`src/rtl/instr_mem_loader.sv`:
```
// Boot loader: byte stream -> little-endian words -> instruction memory.
// Header gives word count N; done/error gate the core's release from reset.
module instr_mem_loader #(
  parameter int DEPTH_WORDS = 32,
  parameter int CNT_W       = 32
) (
  input  logic             clk,
  input  logic             rst,
  input  logic             restart,
  input  logic             in_valid,
  input  logic [7:0]       in_data,
  output logic             in_ready,
  output logic             mem_en,
  output logic             mem_we,
  output logic [31:0]      mem_addr,
  output logic [31:0]      mem_din,
  output logic             done,
  output logic             error,
  output logic [CNT_W-1:0] words_written
);

  typedef enum logic [2:0] {
    S_HDR,
    S_DATA,
    S_WRITE,
    S_DONE,
    S_ERR
  } state_t;

  localparam logic [31:0]      DEPTH_W = 32'(DEPTH_WORDS);
  localparam logic [CNT_W-1:0] ONE     = CNT_W'(1);

  state_t           state;
  state_t           state_nx;
  logic [1:0]       byte_cnt;
  logic [31:0]      hdr;
  logic [31:0]      hdr_full;
  logic [31:0]      word_buf;
  logic [CNT_W-1:0] word_idx;
  logic [CNT_W-1:0] wr_cnt;
  logic [CNT_W-1:0] n_words;
  logic             accept;
  logic             last_byte;
  logic             clear;
  logic             commit;
  logic             loading;

  assign hdr_full  = {in_data, hdr[31:8]};
  assign n_words   = CNT_W'(hdr);
  assign loading   = (state == S_HDR) || (state == S_DATA);
  assign in_ready  = rst && loading;
  assign accept    = in_valid && in_ready;
  assign last_byte = (byte_cnt == 2'd3);
  assign commit    = (state == S_WRITE);
  assign clear     = restart &&
                     ((state == S_DONE) || (state == S_ERR));

  // State register.
  always_ff @(posedge clk or negedge rst) begin
    if (!rst) begin
      state <= S_HDR;
    end else begin
      state <= state_nx;
    end
  end

  // Next-state and memory-port decode.
  always_comb begin
    state_nx = state;
    mem_en   = 1'b0;
    mem_we   = 1'b0;
    mem_addr = 32'd0;
    mem_din  = 32'd0;
    done     = 1'b0;
    error    = 1'b0;
    unique case (state)
      S_HDR: begin
        if (accept && last_byte) begin
          if (hdr_full == 32'd0) begin
            state_nx = S_DONE;
          end else if (hdr_full > DEPTH_W) begin
            state_nx = S_ERR;
          end else begin
            state_nx = S_DATA;
          end
        end
      end
      S_DATA: begin
        if (accept && last_byte) begin
          state_nx = S_WRITE;
        end
      end
      S_WRITE: begin
        mem_en   = 1'b1;
        mem_we   = 1'b1;
        mem_addr = 32'(word_idx << 2);
        mem_din  = word_buf;
        if ((word_idx + ONE) == n_words) begin
          state_nx = S_DONE;
        end else begin
          state_nx = S_DATA;
        end
      end
      S_DONE: begin
        done = 1'b1;
        if (restart) begin
          state_nx = S_HDR;
        end
      end
      S_ERR: begin
        error = 1'b1;
        if (restart) begin
          state_nx = S_HDR;
        end
      end
      default: begin
        state_nx = S_HDR;
      end
    endcase
  end

  // Byte packing, header capture and word counters.
  always_ff @(posedge clk or negedge rst) begin
    if (!rst) begin
      byte_cnt <= 2'd0;
      hdr      <= 32'd0;
      word_buf <= 32'd0;
      word_idx <= '0;
      wr_cnt   <= '0;
    end else if (clear) begin
      byte_cnt <= 2'd0;
      hdr      <= 32'd0;
      word_buf <= 32'd0;
      word_idx <= '0;
      wr_cnt   <= '0;
    end else begin
      if (accept) begin
        byte_cnt <= byte_cnt + 2'd1;
        if (state == S_HDR) begin
          hdr <= hdr_full;
        end else begin
          word_buf <= {in_data, word_buf[31:8]};
        end
      end
      if (commit) begin
        word_idx <= word_idx + ONE;
        wr_cnt   <= wr_cnt + ONE;
      end
    end
  end

  assign words_written = wr_cnt;

endmodule

```
`config.mk`:
```
export PLATFORM = sky130hd
export DESIGN_NAME = instr_mem_loader
export DESIGN_NICKNAME = d
export VERILOG_FILES = /design/src/rtl/instr_mem_loader.sv
export SDC_FILE = /design/constraint.sdc
export NUM_CORES = 1
export LEC_CHECK = 0
export CAP_MARGIN = 40
export CELL_PAD_IN_SITES_DETAIL_PLACEMENT = 1
export CELL_PAD_IN_SITES_GLOBAL_PLACEMENT = 1
export CORE_MARGIN = 1
export CORE_UTILIZATION = 41
export DETAILED_ROUTE_END_ITERATION = 10
export PLACE_DENSITY_LB_ADDON = 0.12
export RECOVER_POWER = 25
export SKIP_LAST_GASP = 1
export SLEW_MARGIN = 25
export SYNTH_ARGS = -nofsm -noshare
export SYNTH_HDL_FRONTEND = slang
export SYNTH_SLANG_ARGS = --single-unit
```
`constraint.sdc`:
```
create_clock -name clk -period 3.05 [get_ports clk]
set_input_delay 0.305 -clock clk [delete_from_list [all_inputs] [get_ports clk]]
set_output_delay 0.305 -clock clk [all_outputs]
set_load 0.005 [all_outputs]
```
== Yosys cells after proc, flatten, opt, wreduce, memory -nomap -nowiden ==
Cells that the tools add are included.
Operators by class
  magnitude comparators: 1
  multiplexer cells: 24
  $add $sub $neg: 3
  reduce and logical (&&, ||, !) cells: 15
  eq/ne operators: 10
Operators with widths (count)
  $mux W32: 12
  $add A32 B1 Y32 const B: 2
  $eq A32 B32 Y1: 1
  $gt A32 B6 Y1 const B: 1
  $logic_not A32 Y1: 1
  $mux W3: 5
  $pmux W3 S4: 1
  $eq A3 B2 Y1 const B: 2
  $mux W2: 3
  $ne A2 B1 Y1 const B: 3
  $reduce_bool A2 Y1: 3
  $logic_and A1 B1 Y1: 4
  $reduce_and A2 Y1: 2
  $eq A3 B1 Y1 const B: 1
  $eq A3 B3 Y1 const B: 1
  $logic_not A3 Y1: 1
  $mux W1: 3
  $reduce_and A3 Y1: 1
  $add A2 B1 Y2 const B: 1
  $eq A2 B2 Y1 const B: 1
  $logic_or A1 B1 Y1: 2
  $ne A2 B2 Y1 const B: 1
  $reduce_or A2 Y1: 1
Word-level totals
  register bits: 133
  output and inout port bits: 101
  input port bits: 12

== Logic depth before layout (Yosys ltp) ==
  word-level depth: 7
  mapped depth: 9
  depth with buffers taken out: 9

== Least setup slack after synthesis ==
OpenSTA, ideal clock, no wires.
  path type: register to register
  start point: reg word_idx[0]
  end point: reg state[1]
  arrival time: 2.307 ns
  slack: 0.678 ns
  period minus slack after synthesis: 2.372 ns
  required time: 2.984 ns
  library setup time: 0.066 ns
  path buffers: 0
  stages on the path, launching flop included: 9
  cells stage by stage: dfrtp_1 > ha_1 > nand4_1 > nor4_2 > nand3_1 > xnor2_1 > a2111oi_0 > and4_1 > a31o_1
On the way
  longest elaborated chain between the ends: 4
Ends and longest elaborated chain
  start, declared: RTL line 39  | logic [CNT_W-1:0] word_idx;
  start signal, assigned: RTL line 146  | word_idx <= word_idx + ONE;
  $add A32 B1 Y32: RTL line 98  | if ((word_idx + ONE) == n_words) begin
  $eq A32 B32 Y1: RTL line 98
  $mux W2: RTL line 98
  $pmux W3 S4: RTL line 76  | unique case (state)
  end signal, assigned: RTL line 63  | state <= state_nx;
  end, declared: RTL line 33  | state_t state;
No other way between the ends.
A chain may end at the register's enable or synchronous reset.

== Worst setup path in the final report ==
Ends and elaborated chain as after synthesis.

==> summary.md <==
| Metric | Value |
|---|---|
| Final Total Pwr | ~7.8 mW |
| Clock sink count | 133 |
| Slew Limit Headroom | -23.4% |
| Yosys top cell by area | dfrtp_1 |
| Cell area after synthesis | about 7400 um2 |
| Top-count cell post-synth | nand2_1 |
| Port bufs | 110 |
| Critical path fanouts, max | 6 |
| Xor/xnor share of the synthesized area | roughly 8.5% |
| Synthesized flop and latch total | about 130 |
| Final Max Tran Viols | approximately 130 |
| Pwr dens | 835 nW/um2 |
| Die ar. | roughly 19,000 um2 |
| Antenna diode count | 0 |
| Post-route cell area | just over 9000 um2 |
| First-pass GRT wire length | roughly 37,000 um |
| Simple-Gate Fraction of Synth Area | approximately 28% |
| Fin crit share | approximately 90% |
| GRT Overall Usage | approximately 26% |
| Synth top cells by count | nand2_1 (164), dfrtp_1 (133), o21ai_0 (83) |
| Wire per inst | about 19 um |
| Post-Syn Instances | between 800 and 900 |
| Mean post-synth cell area | about 8.4 um2 |
| Max IR drop VDD | around 0.44 mV |
| Register area share after synthesis | 45.0% |
| Largest family of logic cells by synthesized area | simple AND/OR/NAND/NOR gates |
| # IOs | about 110 |
| Yosys warnings | 0 |
| WP data required | 3.41 ns |
| Max_cap viols | 1 |
| Post-synth top area share | between 40% and 50% |
| Final setup margin | between 0.3 and 0.4 ns |
| Worst Reg-to-Reg Cells | 8 |
| Unrepaired setup endpoints after global routing | no |
| Clk_skew | 0.00581 ns |
| Vias | a little under 7,000 |
| Hold Crit Class | flip-flop to flip-flop |
| Setup crit start kind | flip-flop |
| HPWL after DPL | ~15,000 um |
| Final hold slack | just under 0.5 ns |
| GRT overflow | 0 |
| Setup TNS | 0 ns |
| Pre-CTS WS | between 0.2 and 0.3 ns |
| Site row count | 48 |
| Placed insts | ~1,200 |
| DRC | 0 |
| Non-filler cells, final | around 1,200 |
| TritonCTS clock tree | done |
| Worst Hold Depth | 2 |
| Skew-Pair Late Insertion Delay | ~0.42 ns |
| DR vias/cell | roughly 5.6 |
| Root buf cell | clkbuf_16 |
| # Post-CTS Setup Buffers | 0 |
| Achievable frequency | roughly 360 MHz |
| Crit Path Category | flip-flop to flip-flop |
| CP arrival | 3.10 ns |
| Die Wd | between 100 and 150 um |
| Fillers | 2,046 |
| CTS buffer count | 17 |
| Hold_buf cts | 0 |
| Post-synthesis compound-gate area fraction | approximately 14% |
| Main area contributors after synthesis | dfrtp_1 (45%), nand2_1 (8.3%), o21ai_0 (5.6%) |
| Setup Viol. Count Final | 0 |
| Std-Cell Core Area | about 17,000 um2 |
| Run status | finished, violations left |
| Vias in the first global route | between 7,000 and 8,000 |
| Initial antenna violation count | 0 |
| Synth Flop Type | dfrtp_1 |
| Cell leakage power | 3.84 nW |
| Final Net Count | slightly below 1,000 |
| Endpoint class of the critical path | flip-flop |
| Final Hold Fails | 0 |
| Die Y-Extent | roughly 140 um |
| Post-synth EDFFs | 0 |
| Failing checks | capacitance limit, slew limit |
| Ys async rst share | between 90% and 100% |
| Post-Route WL | between 20,000 and 25,000 um |
| Clk slew on worst S/H paths | ~0.06 ns |
| Routed Antenna Nets | 0 |
| Pin count of the biggest net entering global routing | approximately 130 |
| Post-synthesis cell type count | 59 |
| Adder-cell share of the synthesized area | less than 1% |
| Drt first pass iters | 6 |
| Placed inst area | around 8700 um2 |
| RD Place Congestion | ~0.9 |
| Final core utilization | 53.1% |
| Fraction of layout cells with a size suffix above 1 | under 10% |
| Clk buf depth | 2 |
| Actual slew at the worst max-slew pin | approximately 1.9 ns |
| Iter 0 DRT Violations | approximately 380 |
| Fin crit period | 2.75 ns |
| Mux contribution to synthesized area | less than 1% |
| Initial core utilization | a little over two fifths |
| CTS H-tree depth | 4 |
| Layout Area Growth over Synthesis | 25.6% |
worst max-delay path, stage by stage (launching register included):
cell	delay (ns)
dfrtp_1	0.45
ha_1	0.29
nand4_1	0.29
or4_4	0.64
nor4b_1	0.32
o22ai_1	0.11
nor4_1	0.20
and4_1	0.24
a31o_1	0.14
timing repair:
| action | 4_1_cts | 5_1_grt |
|---|---|---|
| hold endpoints to repair | 0 | 0 |
| endpoints found under the setup margin | 0 | 1 |
| gates resized for setup | 0 | 1 |
layout make-up:
cell class / count / area, um2 / share of cell area (%)
flip-flops and latches: 133 / 3330 / 35.8
well taps: 225 / 282 / 3.03
multi-input cells: 673 / 3800 / 41.0
clock buffers: 18 / 429 / 4.62
inverters: 10 / 37.5 / 0.404
clock inverters: 14 / 153 / 1.64
repair buffers: 127 / 1250 / 13.5
path summary, 6_finish.rpt:
path	start	endpoint	slack, ns
setup / recovery	word_idx[0]	state[1]	0.30
hold / removal	word_buf[5]	word_buf[5]	0.48
setup reg to reg	word_idx[0]	state[1]	0.30
hold reg to reg	word_buf[5]	word_buf[5]	0.48
max in group asynchronous	rst	word_idx[29]	1.24
min in group asynchronous	rst	word_buf[6]	0.64
state kept, by name, indices dropped and copies added, names as in the netlist:
name / count
byte_cnt: 2
hdr: 32
state: 3
word_buf: 32
word_idx: 32
words_written: 32
cell families after synthesis:
kind of cell,after synthesis
and+or+nand+nor,417
AOI/OAI and AO/OA,177
DFF,133
xor gates and xnor gates,72
buffers and inverters,70
adders and majority gates,3
muxes,2
other,1
routing by layer:
metal  routed length [um]  track usage [%]  up-vias  share of wire (%)
li1                     -                -     3158                  -
met1                10000             32.5     3407                 45
met2                11200             43.8      152                 50
met3                  765             3.95       42                3.4
met4                  496             9.26        0                2.2
met5                    0                0        -                  0
placed cells by master, fill, tap and decap left out, drive strengths merged, types with 3 or more instances in the layout:
cell type,synthesis,routed
nand2,164,164
clkinvlp,0,4
inv,10,13
o22ai,3,3
xor2,43,43
and2,61,61
and3,8,8
nor2,74,74
dfrtp,133,133
nand3,27,27
or3,8,8
clkinv,0,5
a31oi,12,12
o21ai,83,83
nor2b,5,5
a21oi,41,41
nand2b,3,3
buf,10,14
o41ai,3,3
xnor2,29,29
a22o,9,9
nand4,22,22
nor4,16,16
nor3b,4,4
clkbuf,50,21
and4,7,7
or4,3,3
clkdlybuf4s50,0,109
nor3,10,10
o31ai,10,10
ha,3,3
where the power goes:
group	switching [mW]	internal, mW	leakage (nW)
combinational	1.09	1.13	1.84
sequential	1.04	2.45	1.73
clock	0.828	1.21	0.273
No activity file was read; power rests on OpenSTA's default activity.
==> RTL change 1, RTL diff (same settings) <==
Change the parameter `CNT_W` from 32 to 36.
--- a/src/rtl/instr_mem_loader.sv
+++ b/src/rtl/instr_mem_loader.sv
@@ -4,3 +4,3 @@
   parameter int DEPTH_WORDS = 32,
-  parameter int CNT_W       = 32
+  parameter int CNT_W       = 36
 ) (
Interface: changed (resized words_written); port bits go from 113 to 117. No check against the original RTL was run, so the function may have changed too.
==> RTL change 1 against the original RTL <==
Global-route usage is 0.18 points higher; worst setup slack worse by 0.21 ns; sequential cell count is 8 higher; register-to-register slack worse by 0.08 ns; cell count is 11% higher; routed wire length is 11% higher; synthesized area is 9.9% higher; die area is 9.8% higher; count of clock-buffer cells in the layout stayed put; power is 7.3% lower; first-iteration DRC count is 22% higher; synthesized cell count is 9.8% higher; final area is 8.7% higher.
==> RTL change 1: results (changes against the original RTL) <==
* Status: finished, final reports clean
* DRT Pass-1 Iters at 4 (-2)
* DR iter-0 viols at 457 (+22%)
* Clk_skew at 0.0117 ns (+0.00591 ns)
* Tcrit/Tclk final at 0.970 (+0.0692)
* All-Layer GR Usage at 0.258 (+0.00180)
* Worst Path Arrival at 2.65 ns (-0.45 ns)
* Worst-case vdd ir drop at 438 uV (-0.73%)
* Relative slew slack at 0.0664 (+0.300)
* Share of cells above drive strength 1 at 0.0774 (+0.00967)
* Dominant cells by area after synthesis: dfrtp_1 (43%), nand2_1 (8.9%), and2_1 (4.8%)
* Met3 Usage GRT at 0.0677 (+0.0282)
* Final HPWL DP at 17200 um (+11%)
* Fill count at 2280 (+11%)
* Tightest Hold Check Type: in -> reg
* Crit-path max cell delay at 0.54 ns (-0.10 ns)
* Count of unique library cells instantiated by Yosys at 67 (+14%)
* Post-synthesis sequential area ratio at 0.434 (-0.0160)
* Drt total wl at 24900 um (+11%)
* First-pass GRT wire length at 40400 um (+9.5%)
* Pin count of the biggest net entering global routing at 63 (-53%)
* Final Wtd Congestion at 0.847 (-6.7%)
* Vias at 7403 (+9.5%)
* Post-synth top cells: nand2_1 (192), dfrtp_1 (141), o21ai_0 (76)
* Largest delay share family, worst path: buffers and inverters
* Grt met2 use at 0.403 (-0.0350)
* Worst path slowest cell: clkdlybuf4s50_1
* Critical path peak fanout at 26 (+20)
* M1 GR Usage at 0.353 (+0.0285)
* Leakage power at 4.33 nW (+13%)
* Internal power at 4.47 mW (-6.7%)
* Met2 Routed Length at 11700 um (+5.1%)
[RTL change 1: changes by cell type after synthesis, sizes merged, moves of 4 or more]
cell / change
nand2: +28
xnor2: +14
buf: +12
and3: +9
dfrtp: +8
nand4: +7
nor3: +6
o31ai: +6
o21ai: -5
and4: +4
inv: -4
[RTL change 1: final timing paths]
path | startpoint | to | slack [ns] | cells after the start
worst min register to register | word_buf[2]$_DFFE_PN0P_ | word_buf[2]$_DFFE_PN0P_ | 0.48 | 2
max in group asynchronous | rst | word_idx[0]$_DFFE_PN0P_ | 0.45 | 4
worst max register to register | word_idx[0]$_DFFE_PN0P_ | state[1]$_DFFE_PN0P_ | 0.22 | 8
worst min-delay path | in_data[5] | hdr[29]$_DFFE_PN0P_ | 0.48 | 3
worst max-delay path | state[2]$_DFFE_PN0P_ | mem_addr[2] | 0.09 | 6
min in group asynchronous | rst | word_idx[23]$_DFFE_PN0P_ | 0.78 | 3
[RTL change 1: final cells by class]
cell class | count | area, um^2 | share of cell area
diodes | 1 | 2.50 | 0.000248
clock buffers | 18 | 429 | 0.0425
clock inverters | 14 | 149 | 0.0148
inverters | 6 | 22.5 | 0.00223
multi-input cells | 743 | 4260 | 0.422
flip-flops and latches | 141 | 3530 | 0.350
well taps | 265 | 332 | 0.0329
repair buffers | 138 | 1370 | 0.135
[RTL change 1: cells by family after synthesis]
logic type,count (synthesis),share of synthesized area
simple gates,477,0.293
compound gates,176,0.131
flops,141,0.434
xor+xnor,84,0.0905
buf+inv,78,0.0454
fa+ha+maj,3,0.00462
other cells,1,0.000461
mux,1,0.00139
[RTL change 1: power by group through the flow]
stage,logic [mW],registers (mW),clock network [mW]
final,1.88,3.23,2.07
after global routing,2.13,3.33,2.18
after CTS,1.93,3.23,2.11
after detailed placement,1.91,3.24,0
after global placement,1.84,3.23,0
after floorplan,1.47,2.86,0
[RTL change 1: tightest hold or removal path, stage by stage]
cell,delay [ns]
clkdlybuf4s50_1,0.44
nand2_1,0.07
a21oi_1,0.06
[RTL change 1: timing repair]
| item | 4_1_cts | 5_1_grt |
|---|---|---|
| setup endpoints to repair | 7 | 23 |
| cloned | 0 | 1 |
| gates resized for setup | 1 | 5 |
| hold buffers | 1 | 0 |
| hold endpoints to repair | 33 | 0 |
[RTL change 1: per-stage QoR]
| step | power (mW) | hold slack [ns] | area (um^2) | TNS [ns] | instances |
|---|---|---|---|---|---|
| after floorplan | 4.33 | 0.00941 | 8130 | 0 | 962 |
| after global placement | 5.07 | 0.425 | 9450 | 0 | 1290 |
| after detailed placement | 5.16 | 0.425 | 9470 | 0 | 1291 |
| after CTS | 7.27 | 0.470 | 10100 | 0 | 1324 |
| after global routing | 7.63 | 0.507 | 10100 | -0.00300 | 1325 |
| final | 7.18 | 0.482 | 10100 | 0 | 1326 |
==> RTL change 2, RTL diff (same settings) <==
Made on the original files. The 5 states of `state_t` get a one-hot encoding in 5 bits.
--- a/src/rtl/instr_mem_loader.sv
+++ b/src/rtl/instr_mem_loader.sv
@@ -21,8 +21,8 @@
 
-  typedef enum logic [2:0] {
-    S_HDR,
-    S_DATA,
-    S_WRITE,
-    S_DONE,
-    S_ERR
+  typedef enum logic [4:0] {
+    S_HDR   = 5'b00001,
+    S_DATA  = 5'b00010,
+    S_WRITE = 5'b00100,
+    S_DONE  = 5'b01000,
+    S_ERR   = 5'b10000
   } state_t;
Behaviour: no difference found for any inputs over 10 cycles, from zero or initial values and one cycle with rst low; not proved beyond that.
==> RTL change 2 against the original RTL <==
Hold slack improved by 0.011 ns; sequential cell count rose by 2; power is 19% higher; final area rose by 5.6%; routed wire length increased by 12%; worst setup slack got worse by 0.15 ns; die area increased by 6.1%; non-clock buffer count grew 14; via count increased by 7.0%; synthesized area grew 6.2%; clock skew grew 0.0053 ns; largest cell class unchanged; highest routed layer unchanged.
==> RTL change 2: results (changes against the original RTL) <==
* Status: finished, final reports clean
* Clock-net power at 2.10 mW (+3%)
* Clk cell area share at 0.0596 (-0.00304)
* Placed standard-cell area at 0.00920 mm^2 (+5.8%)
* Leakage power at 4.08 nW (+6.2%)
* Synth Area in Adders at 0.00478 (-0.000298)
* Post-synthesis compound-gate area fraction at 0.136 (-0.00355)
* First-pass GRT wire length at 40700 um (+10%)
* Skew-Pair Late Insertion Delay at 0.44 ns (+0.02 ns)
* Non-clock buffers, area share at 0.138 (+0.00324)
* Met3 Usage GRT at 0.0489 (+0.00937)
* Reg power frac at 0.388 (-0.063)
* Worst-case vdd ir drop at 448 uV (+1.5%)
* All-Layer GR Usage at 0.265 (+0.00973)
* RR Startpoint: word_idx[13]$_DFFE_PN0P_
* Fin cells at 1254 (+4.5%)
* Mux contribution to synthesized area at 0.00127 (-0.00160)
* Flop2flop setup slack at 0.15 ns (-0.15 ns)
* Switching portion of total power at 0.415 (+0.0334)
* Vias in the first global route at 7431 (+5.7%)
* WL met3 at 946 um (+24%)
* Dpl cells at 1222 (+4.8%)
* Share of cells above drive strength 1 at 0.0990 (+0.0313)
* Fill count at 2210 (+8.0%)
* Critical path peak fanout at 10 (+4)
* Tightest Hold Check Type: in -> reg
* M1 WL at 11400 um (+14%)
* Fraction of area in multi-input gates at 0.423 (+0.0140)
* Non-CTS inverters at 9 (-1)
* Multi-In Gates at 704 (+4.6%)
* Pin count of the biggest net entering global routing at 127 (-5.2%)
* Xor/xnor share of the synthesized area at 0.0825 (-0.00277)
* Worst slew pin tran at 0.873 ns (-0.977 ns)
* Sequential share of cell area at 0.345 (-0.0136)
* Final Wtd Congestion at 0.908 (about the same)
* Nets at 1023 (+4.7%)
* Worst reg2reg path endpoint: state[3]$_DFFE_PN0P_
* Count of unique library cells instantiated by Yosys at 67 (+14%)
* Max capacitance violation total at 0 (-1)
* Post-synth top cells: nand2_1 (163), dfrtp_1 (134), a21oi_1 (83)
* Tmin final at 2.90 ns (+0.153 ns)
* Final Total Pwr at 9.21 mW (+19%)
* M1 GR Usage at 0.346 (+0.0208)
* Clk_skew at 0.0112 ns (+0.00534 ns)
* Place WS at 0.168 ns (-0.104 ns)
* Non-CTS buffers at 141 (+11%)
* Worst Path Arrival at 3.27 ns (+0.17 ns)
* Synth Instances at 914 (+4.5%)
* Sequential cells at 135 (+1.5%)
* Drt total wl at 25100 um (+12%)
* Met2 Routed Length at 12300 um (+10%)
-- RTL change 2: cell count changes after synthesis, moves of 9 or more --
cell     delta
xnor2_1    +13
and2_1     -49
and3_1     +60
xor2_1     -11
a21oi_1    +42
o21ai_0    -38
a31oi_1     -9
-- RTL change 2: how the worst min path moves through the flow --
stage / startpoint / end / slack [ns] / cells past startpoint
floorplan: rst / byte_cnt[0]$_DFFE_PN0P_ / 0.009 / 0
global placement: rst / byte_cnt[1]$_DFFE_PN0P_ / 0.14 / 1
detailed placement: rst / byte_cnt[1]$_DFFE_PN0P_ / 0.14 / 1
CTS: rst / byte_cnt[1]$_DFFE_PN0P_ / 0.29 / 2
global route: in_data[2] / hdr[26]$_DFFE_PN0P_ / 0.50 / 3
finish: in_data[0] / hdr[24]$_DFFE_PN0P_ / 0.49 / 3
